## config.mk

```make
export PLATFORM = sky130hd
export DESIGN_NAME = sel_scan_seq
export DESIGN_NICKNAME = d
export VERILOG_FILES = /design/src/rtl/sel_scan_seq.sv
export SDC_FILE = /design/constraint.sdc
export NUM_CORES = 1
export LEC_CHECK = 0
export CAP_MARGIN = 20
export CORE_AREA = 2 2 77 79
export DETAILED_ROUTE_END_ITERATION = 12
export DIE_AREA = 0 0 79 81
export GPL_ROUTABILITY_DRIVEN = 1
export RECOVER_POWER = 100
export REMOVE_ABC_BUFFERS = 1
export SLEW_MARGIN = 15
export SYNTH_ARGS = -nofsm -noshare
export SYNTH_HDL_FRONTEND = slang
export SYNTH_SLANG_ARGS = --single-unit
```

## constraint.sdc

```tcl
create_clock -name clk -period 3.1 [get_ports clk]
set_input_delay 0.62 -clock clk [delete_from_list [all_inputs] [get_ports clk]]
set_output_delay 0.62 -clock clk [all_outputs]
set_load 0.01 [all_outputs]
```

## src/rtl/sel_scan_seq.sv

```systemverilog
// Channel-select sequencer: walks a 3-bit index {a,b,c} through the set bits of a
// latched 8-bit mask, holding each index dwell+1 cycles, single sweep or continuous.
module sel_scan_seq #(
  parameter int DWELL_W = 8
) (
  input  logic               clk,
  input  logic               rst,
  input  logic               start,
  input  logic               stop,
  input  logic               mode,
  input  logic [DWELL_W-1:0] dwell,
  input  logic [7:0]         en_mask,
  output logic               a,
  output logic               b,
  output logic               c,
  output logic               sel_valid,
  output logic               busy,
  output logic               step,
  output logic               wrap,
  output logic               done
);

  typedef enum logic {S_IDLE, S_RUN} state_t;

  state_t             r_state, w_state_nxt;
  logic [2:0]         r_idx, w_idx_nxt;
  logic [DWELL_W-1:0] r_cnt, w_cnt_nxt;
  logic [DWELL_W-1:0] r_dwell;
  logic [7:0]         r_mask;
  logic               r_mode;
  logic               r_sel_valid, w_sel_valid_nxt;
  logic               r_busy, w_busy_nxt;
  logic               r_step, w_step_nxt;
  logic               r_wrap, w_wrap_nxt;
  logic               r_done, w_done_nxt;
  logic               w_load;
  logic [7:0]         w_above;

  function automatic logic [2:0] f_lowest(input logic [7:0] m);
    logic [2:0] res;
    res = 3'd0;
    for (int i = 7; i >= 0; i--) begin
      if (m[i]) res = 3'(i);
    end
    return res;
  endfunction

  // Enabled channels strictly above the current index.
  assign w_above = r_mask & (8'hFE << r_idx);

  // NOTE: every signal gets a default before the case so no path leaves one unassigned (no latches).
  always_comb begin
    w_state_nxt     = r_state;
    w_idx_nxt       = r_idx;
    w_cnt_nxt       = r_cnt;
    w_sel_valid_nxt = r_sel_valid;
    w_busy_nxt      = r_busy;
    w_step_nxt      = 1'b0;
    w_wrap_nxt      = 1'b0;
    w_done_nxt      = 1'b0;
    w_load          = 1'b0;
    case (r_state)
      S_IDLE: begin
        if (start && (en_mask != 8'd0)) begin
          w_state_nxt     = S_RUN;
          w_load          = 1'b1;
          w_idx_nxt       = f_lowest(en_mask);
          w_cnt_nxt       = '0;
          w_sel_valid_nxt = 1'b1;
          w_busy_nxt      = 1'b1;
        end
      end
      S_RUN: begin
        if (stop) begin
          w_state_nxt     = S_IDLE;
          w_idx_nxt       = 3'd0;
          w_cnt_nxt       = '0;
          w_sel_valid_nxt = 1'b0;
          w_busy_nxt      = 1'b0;
        end else if (r_cnt == r_dwell) begin
          w_cnt_nxt = '0;
          if (w_above != 8'd0) begin
            w_idx_nxt  = f_lowest(w_above);
            w_step_nxt = 1'b1;
          end else if (r_mode) begin
            w_idx_nxt  = f_lowest(r_mask);
            w_step_nxt = 1'b1;
            w_wrap_nxt = 1'b1;
          end else begin
            w_state_nxt     = S_IDLE;
            w_idx_nxt       = 3'd0;
            w_sel_valid_nxt = 1'b0;
            w_busy_nxt      = 1'b0;
            w_done_nxt      = 1'b1;
          end
        end else begin
          w_cnt_nxt = r_cnt + 1'b1;
        end
      end
      default: w_state_nxt = S_IDLE;
    endcase
  end

  // NOTE: state registers use non-blocking assignments so all flops update together at the edge.
  always_ff @(posedge clk) begin
    if (rst) begin
      r_state     <= S_IDLE;
      r_idx       <= 3'd0;
      r_cnt       <= '0;
      r_dwell     <= '0;
      r_mask      <= 8'd0;
      r_mode      <= 1'b0;
      r_sel_valid <= 1'b0;
      r_busy      <= 1'b0;
      r_step      <= 1'b0;
      r_wrap      <= 1'b0;
      r_done      <= 1'b0;
    end else begin
      r_state     <= w_state_nxt;
      r_idx       <= w_idx_nxt;
      r_cnt       <= w_cnt_nxt;
      r_sel_valid <= w_sel_valid_nxt;
      r_busy      <= w_busy_nxt;
      r_step      <= w_step_nxt;
      r_wrap      <= w_wrap_nxt;
      r_done      <= w_done_nxt;
      if (w_load) begin
        r_mode  <= mode;
        r_dwell <= dwell;
        r_mask  <= en_mask;
      end
    end
  end

  assign {a, b, c}  = r_idx;
  assign sel_valid  = r_sel_valid;
  assign busy       = r_busy;
  assign step       = r_step;
  assign wrap       = r_wrap;
  assign done       = r_done;

endmodule

```

==> impl_metrics.toml, run 1 <==
[worst_setup_path]
critical_path_class = "input pin to flop"
cpMaxStageDelayCell = "dlygate4sd3_1"
arrival_ps = 3010
r2r_slack_ps = 1270
required_ps = 3290
crit_path_start_kind = "input pin"
path_cells = "dlygate4sd3_1 > or4_1 > o31a_1 > or2_0 > and2_0 > a311oi_1"
endpoint_kind = "flop"
max_stage_delay_ps = 590
cp_max_fo = 9

[synth]
ys_seq_area_frac = 0.387
syn_avg_cell_area_sq_um = 7.79
yosysWarnings = 0
ys_ff_latch = 33
synth.top_cell.area_share = 0.387
synth_flop_cell = "dfxtp_1"
synth_edf_count = 0
syn_area_sq_um = 1710
synth_top_cell_by_area = "dfxtp_1"
syn_inst = 219
synth_cell_types = 52
synthArstFlopShare = 0
synth_area_leaders = "dfxtp_1, nand2_1, a21oi_1"
synth_common_cells = "nand2_1, dfxtp_1, a21oi_1, nor2_1"
synth_most_common_cell = "nand2_1"

[floorplan]
start_util = 0.300
dieArea_sq_um = 6400
die_w_microns = 79
rows = 28
die_h_microns = 81
core_sq_um = 5680
ios = 29

[min_path]
hp-class = "flop to flop"

[detailed_routing]
postRouteAntennaNets = 0
wl_microns = 4090
dr.pass1.iters = 4
num_vias = 1578
drt-vias-per-instance = 4.93
drt_drc_violations_left = 0
drt_iter0_drc = 75
post_drt_wl_per_cell_microns = 12.8

[cts]
clockBufferDepth = 2
clock_latency_ps = 280
hold_buffers = 0
cts-root-buf = "clkbuf_8"
cts_tree = "built"
ctsResizeCount = 0
cts.reportedPaths.clkPinSlew_ps = 70
clock-sinks = 33
post_cts_buffers = 0
cts_buffers = 5
cts_max_level = 2

[outcome]
status = "completed"

[global_routing]
antenna_found_initial = 0
grt-ovfl-total = 0
grt_max_degree = 19
grt_usage = 0.137
grt_pass1_wl_microns = 6930
grt_pass1_vias = 1507

[power]
p_sw_mw = 0.270
p_sw_frac = 0.277
power_density_nw_per_um2 = 460
p_leak_nw = 0.747
cell_internal_pwr_mw = 0.706
p_seq_frac = 0.491
ir_worst_vdd_v = 0.000240
p_clk_frac = 0.332
p_comb_frac = 0.176

[final_layout]
area_delta_synth_final_pct = 24.5
fin_cells = 320
nets = 267
drive_above_1_share = 0.0449
num_antenna_cells = 0
n_fill_cell = 607

[sta]
clock-skew-final_ps = 4.87
min_period_ps = 2830
max_freq_mhz = 354
slew_headroom = 0.557
worst_slack_ps = 274
worst_pin_slew_ps = 665
drv_slew = 0
hold_viol_final = 0
setup_violations = 0
final.period_utilization = 0.912
rsz0062_at_grt = "false"
setup_tns_ps = 0

[placed_design]
routabilityCongestion = 0.795
dp.final_hpwl_microns = 3110
io_buffers = 28
post-place-ws_ps = 170
placedCellCount = 313

[job]
max-cap-violations = 0
==> power by group through the flow <==
stage | clock network [mW] | registers [mW] | logic, mW
after floorplan | 0 | 0.482 | 0.0991
after global routing | 0.348 | 0.483 | 0.195
after CTS | 0.330 | 0.480 | 0.178
final | 0.324 | 0.480 | 0.172
after global placement | 0 | 0.489 | 0.177
after detailed placement | 0 | 0.489 | 0.178
==> cell usage in the layout, fill, tap and decap left out, drive strengths merged, types with 3 or more instances in the layout <==
master	n
clkdlybuf4s50	19
nor3	6
clkbuf	8
nand4	3
dlygate4sd3	9
or3	4
dfxtp	33
o21ai	10
xor2	5
xnor2	9
nand2b	3
nor2	19
a21oi	26
nand2	39
nor2b	3
inv	6
==> path summary, 6_finish.rpt <==
check	start	cells past startpoint	to
max reg2reg	r_state$_SDFF_PP0_	5	r_idx[2]$_SDFFE_PP0P_
min reg2reg	r_dwell[2]$_SDFFE_PP0P_	2	r_dwell[2]$_SDFFE_PP0P_
max	en_mask[7]	6	r_idx[2]$_SDFFE_PP0P_
min	r_dwell[2]$_SDFFE_PP0P_	2	r_dwell[2]$_SDFFE_PP0P_
==> metrics by stage <==
step / total power [mW] / hold slack [ps] / cell area (sq um) / util
4_1_cts: 0.989 / 472 / 2130 / 0.375
3_5_place_dp: 0.667 / 463 / 2040 / 0.360
2_1_floorplan: 0.581 / 436 / 1650 / -
3_3_place_gp: 0.666 / 458 / 2040 / 0.360
6_report: 0.976 / 467 / 2120 / 0.374
5_1_grt: 1.03 / 507 / 2120 / 0.374
==> final cells by class <==
type | count | area, sq um | share of cell area
clock buffers | 7 | 86.3 | 0.0407
inverters | 6 | 22.5 | 0.0106
multi-input cells | 168 | 961 | 0.453
flip-flops and latches | 33 | 661 | 0.311
well taps | 75 | 93.8 | 0.0442
repair buffers | 31 | 299 | 0.141
==> flip-flops by register name, summed over array words and instances, names as in the netlist <==
signal	cells
wrap	1
r_mode	1
r_state	1
busy	1
r_mask	8
r_dwell	8
step	1
r_idx	3
done	1
r_cnt	8
==> routing by layer <==
metal	global-route usage	routed length (microns)	vias to the layer above
met5	0	0	-
met4	0.0414	48	0
met3	0.0300	192	5
met2	0.239	1960	43
met1	0.169	1890	710
li1	-	-	820
==> kinds of logic after synthesis <==
group / count (synthesis) / share of synthesized area
flip-flops: 33 / 0.387
AND/OR/NAND/NOR: 91 / 0.252
buffers and inverters: 18 / 0.0477
AO/OA/AOI/OAI: 61 / 0.228
XOR/XNOR: 14 / 0.0719
multiplexers: 1 / 0.00587
adder cells (fa/ha/maj): 1 / 0.00734
==> worst max-delay path, delay by kind of cell <==
| kind | cells | cell delay [ps] |
|---|---|---|
| AO/OA/AOI/OAI | 2 | 630 |
| buffers and inverters | 1 | 590 |
| AND/OR/NAND/NOR | 3 | 1170 |
(Power assumes the default switching activity.)
==> run 2, diff against run 1 <==
ABC_AREA = 1   (was unset)
CORE_AREA = 2 2 78 80   (was 2 2 77 79)
DIE_AREA = 0 0 80 82   (was 0 0 79 81)
clock period = 2.5 ns   (was 3.1 ns; I/O delays follow)
==> impl_metrics.toml, run 2 <==
[outcome]
status = "completed"

[synth]
synth_most_common_cell = "nand2_1"
synth.top_cell.area_share = 0.370
synth_cell_types = 32
synth_compound_area_frac = 0.169
synth_adder_area_share = 0.00701
ys_seq_area_frac = 0.370
synth_common_cells = "nand2_1, dfxtp_1, inv_1, a21oi_1, nor2_1"
yosysWarnings = 0
syn_area_sq_um = 1790
synth_top_cell_by_area = "dfxtp_1"
synth_area_leaders = "dfxtp_1, nand2_1, a21oi_1"
synth_top_family_by_area = "simple AND/OR/NAND/NOR gates"
synthArstFlopShare = 0
syn_avg_cell_area_sq_um = 6.95
syn_inst = 257
synth_flop_cell = "dfxtp_1"
synth_xor_area_frac = 0.0294
ys_ff_latch = 33
synthSimpleGateAreaFrac = 0.326
synth_edf_count = 0
synthMuxAreaShare = 0

[power]
ir_worst_vdd_v = 0.000257
p_leak_nw = 0.963
power_density_nw_per_um2 = 593

[cts]
cts_max_level = 2
clockBufferDepth = 2
cts_tree = "built"
cts.reportedPaths.clkPinSlew_ps = 70
clock_latency_ps = 280
post_cts_buffers = 0
cts_buffers = 5
cts-root-buf = "clkbuf_8"
hold_buffers = 0
clock-sinks = 33
ctsResizeCount = 0

[final_layout]
layout_commonest_cell = "nand2_1"
drive_above_1_share = 0.0830
num_antenna_cells = 0
nets = 310
mostFrequentLayoutCells = "nand2_1, dfxtp_1, inv_1, a21oi_1, nor2_1"
reg_top3 = "r_cnt: 8 flops, r_dwell: 8 flops, r_mask: 8 flops"
area_delta_synth_final_pct = 23.4
fin_util = 0.383

[placed_design]
dp.final_hpwl_microns = 3170
routabilityCongestion = 0.873
io_buffers = 28

[sta]
setup_violations = 0
slew_headroom = 0.766
rsz0062_at_grt = "false"
setup_tns_ps = 0
drv_slew = 0
max_freq_mhz = 489
worst_pin_slew_ps = 349
hold_viol_final = 0
clock-skew-final_ps = 5.24
final.period_utilization = 0.818
min_period_ps = 2040

[job]
max-cap-violations = 0

[detailed_routing]
dr.pass1.iters = 4
num_vias = 1681
postRouteAntennaNets = 0
drt_iter0_drc = 55
wl_microns = 4110
drt-vias-per-instance = 4.62
drt_drc_violations_left = 0
post_drt_wl_per_cell_microns = 11.3

[floorplan]
rows = 28
die_h_microns = 82
dieArea_sq_um = 6560
ios = 29
core_sq_um = 5750
start_util = 0.311
die_w_microns = 80

[global_routing]
grt_pass1_vias = 1523
antenna_found_initial = 0
grt_max_degree = 32
grt-ovfl-total = 0
grt_pass1_wl_microns = 6730
grt_usage = 0.135

[worst_setup_path]
required_ps = 2710
critical_path_class = "input pin to flop"
crit_path_start_kind = "input pin"
arrival_ps = 2250
endpoint_kind = "flop"
cp_max_fo = 9

[min_path]
hp-class = "flop to flop"
-- run 2: cell count changes in the layout (fill, tap and decap cells not counted), sizes merged, moves of 3 or more --
cell,previous run,this run
inv,6,34
nand2,39,72
nand2b,3,0
nand3,2,18
nor2,19,24
nor2b,3,0
o21ai,10,16
or3,4,0
xnor2,9,3
-- run 2: worst max-delay path, cell delays in order --
cell             delay (ps)
clkdlybuf4s50_1         470
nor2_1                  230
nand2_2                  60
nor2_1                  300
o21ai_4                 160
nand2_1                 220
nand2_4                 120
nor3b_1                 190
-- run 2: cell families (layout without fill, tap and decap cells) --
kind of cell	after synthesis	in the layout
adders and majority gates	1	1
DFF	33	33
buffers and inverters	40	72
xor gates and xnor gates	6	6
and+or+nand+nor	126	126
AOI/OAI and AO/OA	51	51
-- run 2: final cells by class --
class                      instances  area [sq um]
multi-input combinational        184           922
sequential                        33           661
inverter                          34           130
clock buffer                       7          96.3
timing repair buffer              30           295
tap                               75          93.8
clock inverter                     1          5.00
fill                             609          3540
-- run 2: metrics by stage --
| step | power (mW) | worst slack, ps | cell area, sq um | std cells | hold WS [ps] |
|---|---|---|---|---|---|
| floorplan | 0.781 | 1020 | 1740 | 251 | 445 |
| global placement | 0.887 | 368 | 2130 | 356 | 459 |
| detailed placement | 0.889 | 353 | 2130 | 356 | 464 |
| finish | 1.31 | 455 | 2200 | 364 | 471 |
| global route | 1.39 | 302 | 2200 | 364 | 496 |
| CTS | 1.33 | 653 | 2230 | 364 | 475 |
-- run 2: worst paths after layout --
kind	startpoint	slack, ps	cells past startpoint	endpoint
min reg2reg	r_dwell[4]$_SDFFE_PP0P_	470	2	r_dwell[4]$_SDFFE_PP0P_
max	en_mask[0]	460	8	r_cnt[4]$_SDFFE_PP0P_
max reg2reg	r_cnt[3]$_SDFFE_PP0P_	960	8	r_idx[0]$_SDFFE_PP0P_
min	r_dwell[4]$_SDFFE_PP0P_	470	2	r_dwell[4]$_SDFFE_PP0P_
-- run 2: routing by layer --
metal | wire, microns | track usage
met5 | 0 | 0
met2 | 2020 | 0.247
met3 | 192 | 0.0341
met1 | 1840 | 0.151
met4 | 61 | 0.0508
-- run 2: where the power goes --
| group | switching, mW | internal, mW |
|---|---|---|
| clock | 0.192 | 0.249 |
| combinational | 0.164 | 0.111 |
| sequential | 0.0299 | 0.561 |
| total | 0.386 | 0.921 |
==> run 3, diff against run 2 <==
clock period = 1.7 ns   (was 2.5 ns; I/O delays follow)
==> impl_metrics.toml, run 3 (same netlist as run 2, synthesis figures left out) <==
[outcome]
status = "completed"

[detailed_routing]
postRouteAntennaNets = 0
dr.pass1.iters = 4
post_drt_wl_per_cell_microns = 11.2
drt_drc_violations_left = 0
num_vias = 1760
wl_microns = 4270
drt_iter0_drc = 87
drt-vias-per-instance = 4.62

[sta]
setup_violations = 0
rsz0062_at_grt = "false"
final.period_utilization = 0.953
drv_slew = 0
min_period_ps = 1620
hold_viol_final = 0
worst_pin_slew_ps = 317
worst_slack_ps = 79.6
setup_tns_ps = 0
max_freq_mhz = 617
clock-skew-final_ps = 6.14
slew_headroom = 0.787

[floorplan]
ios = 29
die_h_microns = 82
die_w_microns = 80
start_util = 0.311
core_sq_um = 5750
rows = 28
dieArea_sq_um = 6560

[placed_design]
dp.final_hpwl_microns = 3340
post-place-ws_ps = -232
place_area_sq_um = 2260
routabilityCongestion = 0.889
io_buffers = 28

[final_layout]
mostFrequentLayoutCells = "nand2_1, inv_1, dfxtp_1, a21oi_1, clkdlybuf4s50_1"
seq_area_sq_um = 662
drive_above_1_share = 0.137
n_fill_cell = 632
final_cell_area_sq_um = 2340
multi_input_area_sq_um = 921
reg_top3 = "r_cnt: 8 flops, r_dwell: 8 flops, r_mask: 8 flops"
num_antenna_cells = 0
fin_util = 0.408
layout_commonest_cell = "nand2_1"
nets = 327
area_delta_synth_final_pct = 31.3

[worst_setup_path]
cp_max_fo = 6
required_ps = 1360
max_stage_delay_ps = 570
endpoint_kind = "output port"
r2r_slack_ps = 190
reg2reg_to = "r_cnt[2]$_SDFFE_PP0P_"
r2r_start = "r_cnt[0]$_SDFFE_PP0P_"
path_cells = "clkdlybuf4s50_1"
arrival_ps = 1280
crit_family = "buffers and inverters"
crit_path_start_kind = "flop"
critical_path_class = "flop to output port"
cpMaxStageDelayCell = "clkdlybuf4s50_1"
r2r.worst_path.cells = 10
path_buf_inv = 1

[global_routing]
grt_pass1_wl_microns = 7360
antenna_found_initial = 0
grt-ovfl-total = 0
grt_pass1_vias = 1665
grt_max_degree = 23
grt_usage = 0.146

[min_path]
min_from = "r_dwell[5]$_SDFFE_PP0P_"
whs_endpoint = "r_dwell[5]$_SDFFE_PP0P_"
hp-class = "flop to flop"
whs_path_depth = 2

[cts]
cts-root-buf = "clkbuf_8"
clock_latency_ps = 290
cts_buffers = 5
cts_max_level = 2
clockBufferDepth = 2
clock-sinks = 33
cts_tree = "built"
cts.reportedPaths.clkPinSlew_ps = 70

[power]
ir_worst_vdd_v = 0.000415
power_density_nw_per_um2 = 845
p_leak_nw = 1.04

[job]
max-cap-violations = 0
## run 3: cell type report
class / count / area share
sequential: 33 / 0.282
clock buffer: 7 / 0.0411
clock inverter: 1 / 0.00214
multi-input combinational: 184 / 0.393
inverter: 34 / 0.0555
timing repair buffer: 47 / 0.186
tap: 75 / 0.0400
## run 3: worst max path at each step
| stage | startpoint | end | slack (ps) | cells past startpoint |
|---|---|---|---|---|
| after global placement | en_mask[2] | r_idx[1]$_SDFFE_PP0P_ | -200 | 10 |
| after detailed placement | en_mask[3] | r_idx[1]$_SDFFE_PP0P_ | -230 | 10 |
| final | r_idx[1]$_SDFFE_PP0P_ | b | 80 | 1 |
| after CTS | r_idx[2]$_SDFFE_PP0P_ | a | 30 | 1 |
| after global routing | en_mask[2] | r_mask[4]$_SDFFE_PP0P_ | 2 | 9 |
| after floorplan | r_idx[2]$_SDFFE_PP0P_ | r_idx[1]$_SDFFE_PP0P_ | 350 | 9 |
## run 3: repair_timing
item,4_1_cts,5_1_grt
hold endpoints to repair,0,0
buffers inserted,0,1
hold buffers,0,0
endpoints found under the setup margin,0,7
gates resized for setup,0,2
## run 3: metrics by stage
stage          std cells  hold slack (ps)  total power, mW
3_3_place_gp         372              455             1.35
5_1_grt              381              498             2.10
4_1_cts              380              472             2.01
6_report             381              468             1.98
3_5_place_dp         372              461             1.35
2_1_floorplan        251              402             1.15
## run 3: per-layer routing
metal,GRT usage,vias to the layer above,part of all wire
met5,0,-,0
met4,0.0661,0,0.019
met3,0.0341,9,0.045
met2,0.252,35,0.49
met1,0.173,790,0.45
li1,-,926,-
## run 3: power breakdown
part,internal (mW),total (mW),switching [mW]
logic,0.203,0.455,0.253
registers,0.825,0.868,0.0430
clock network,0.366,0.656,0.290
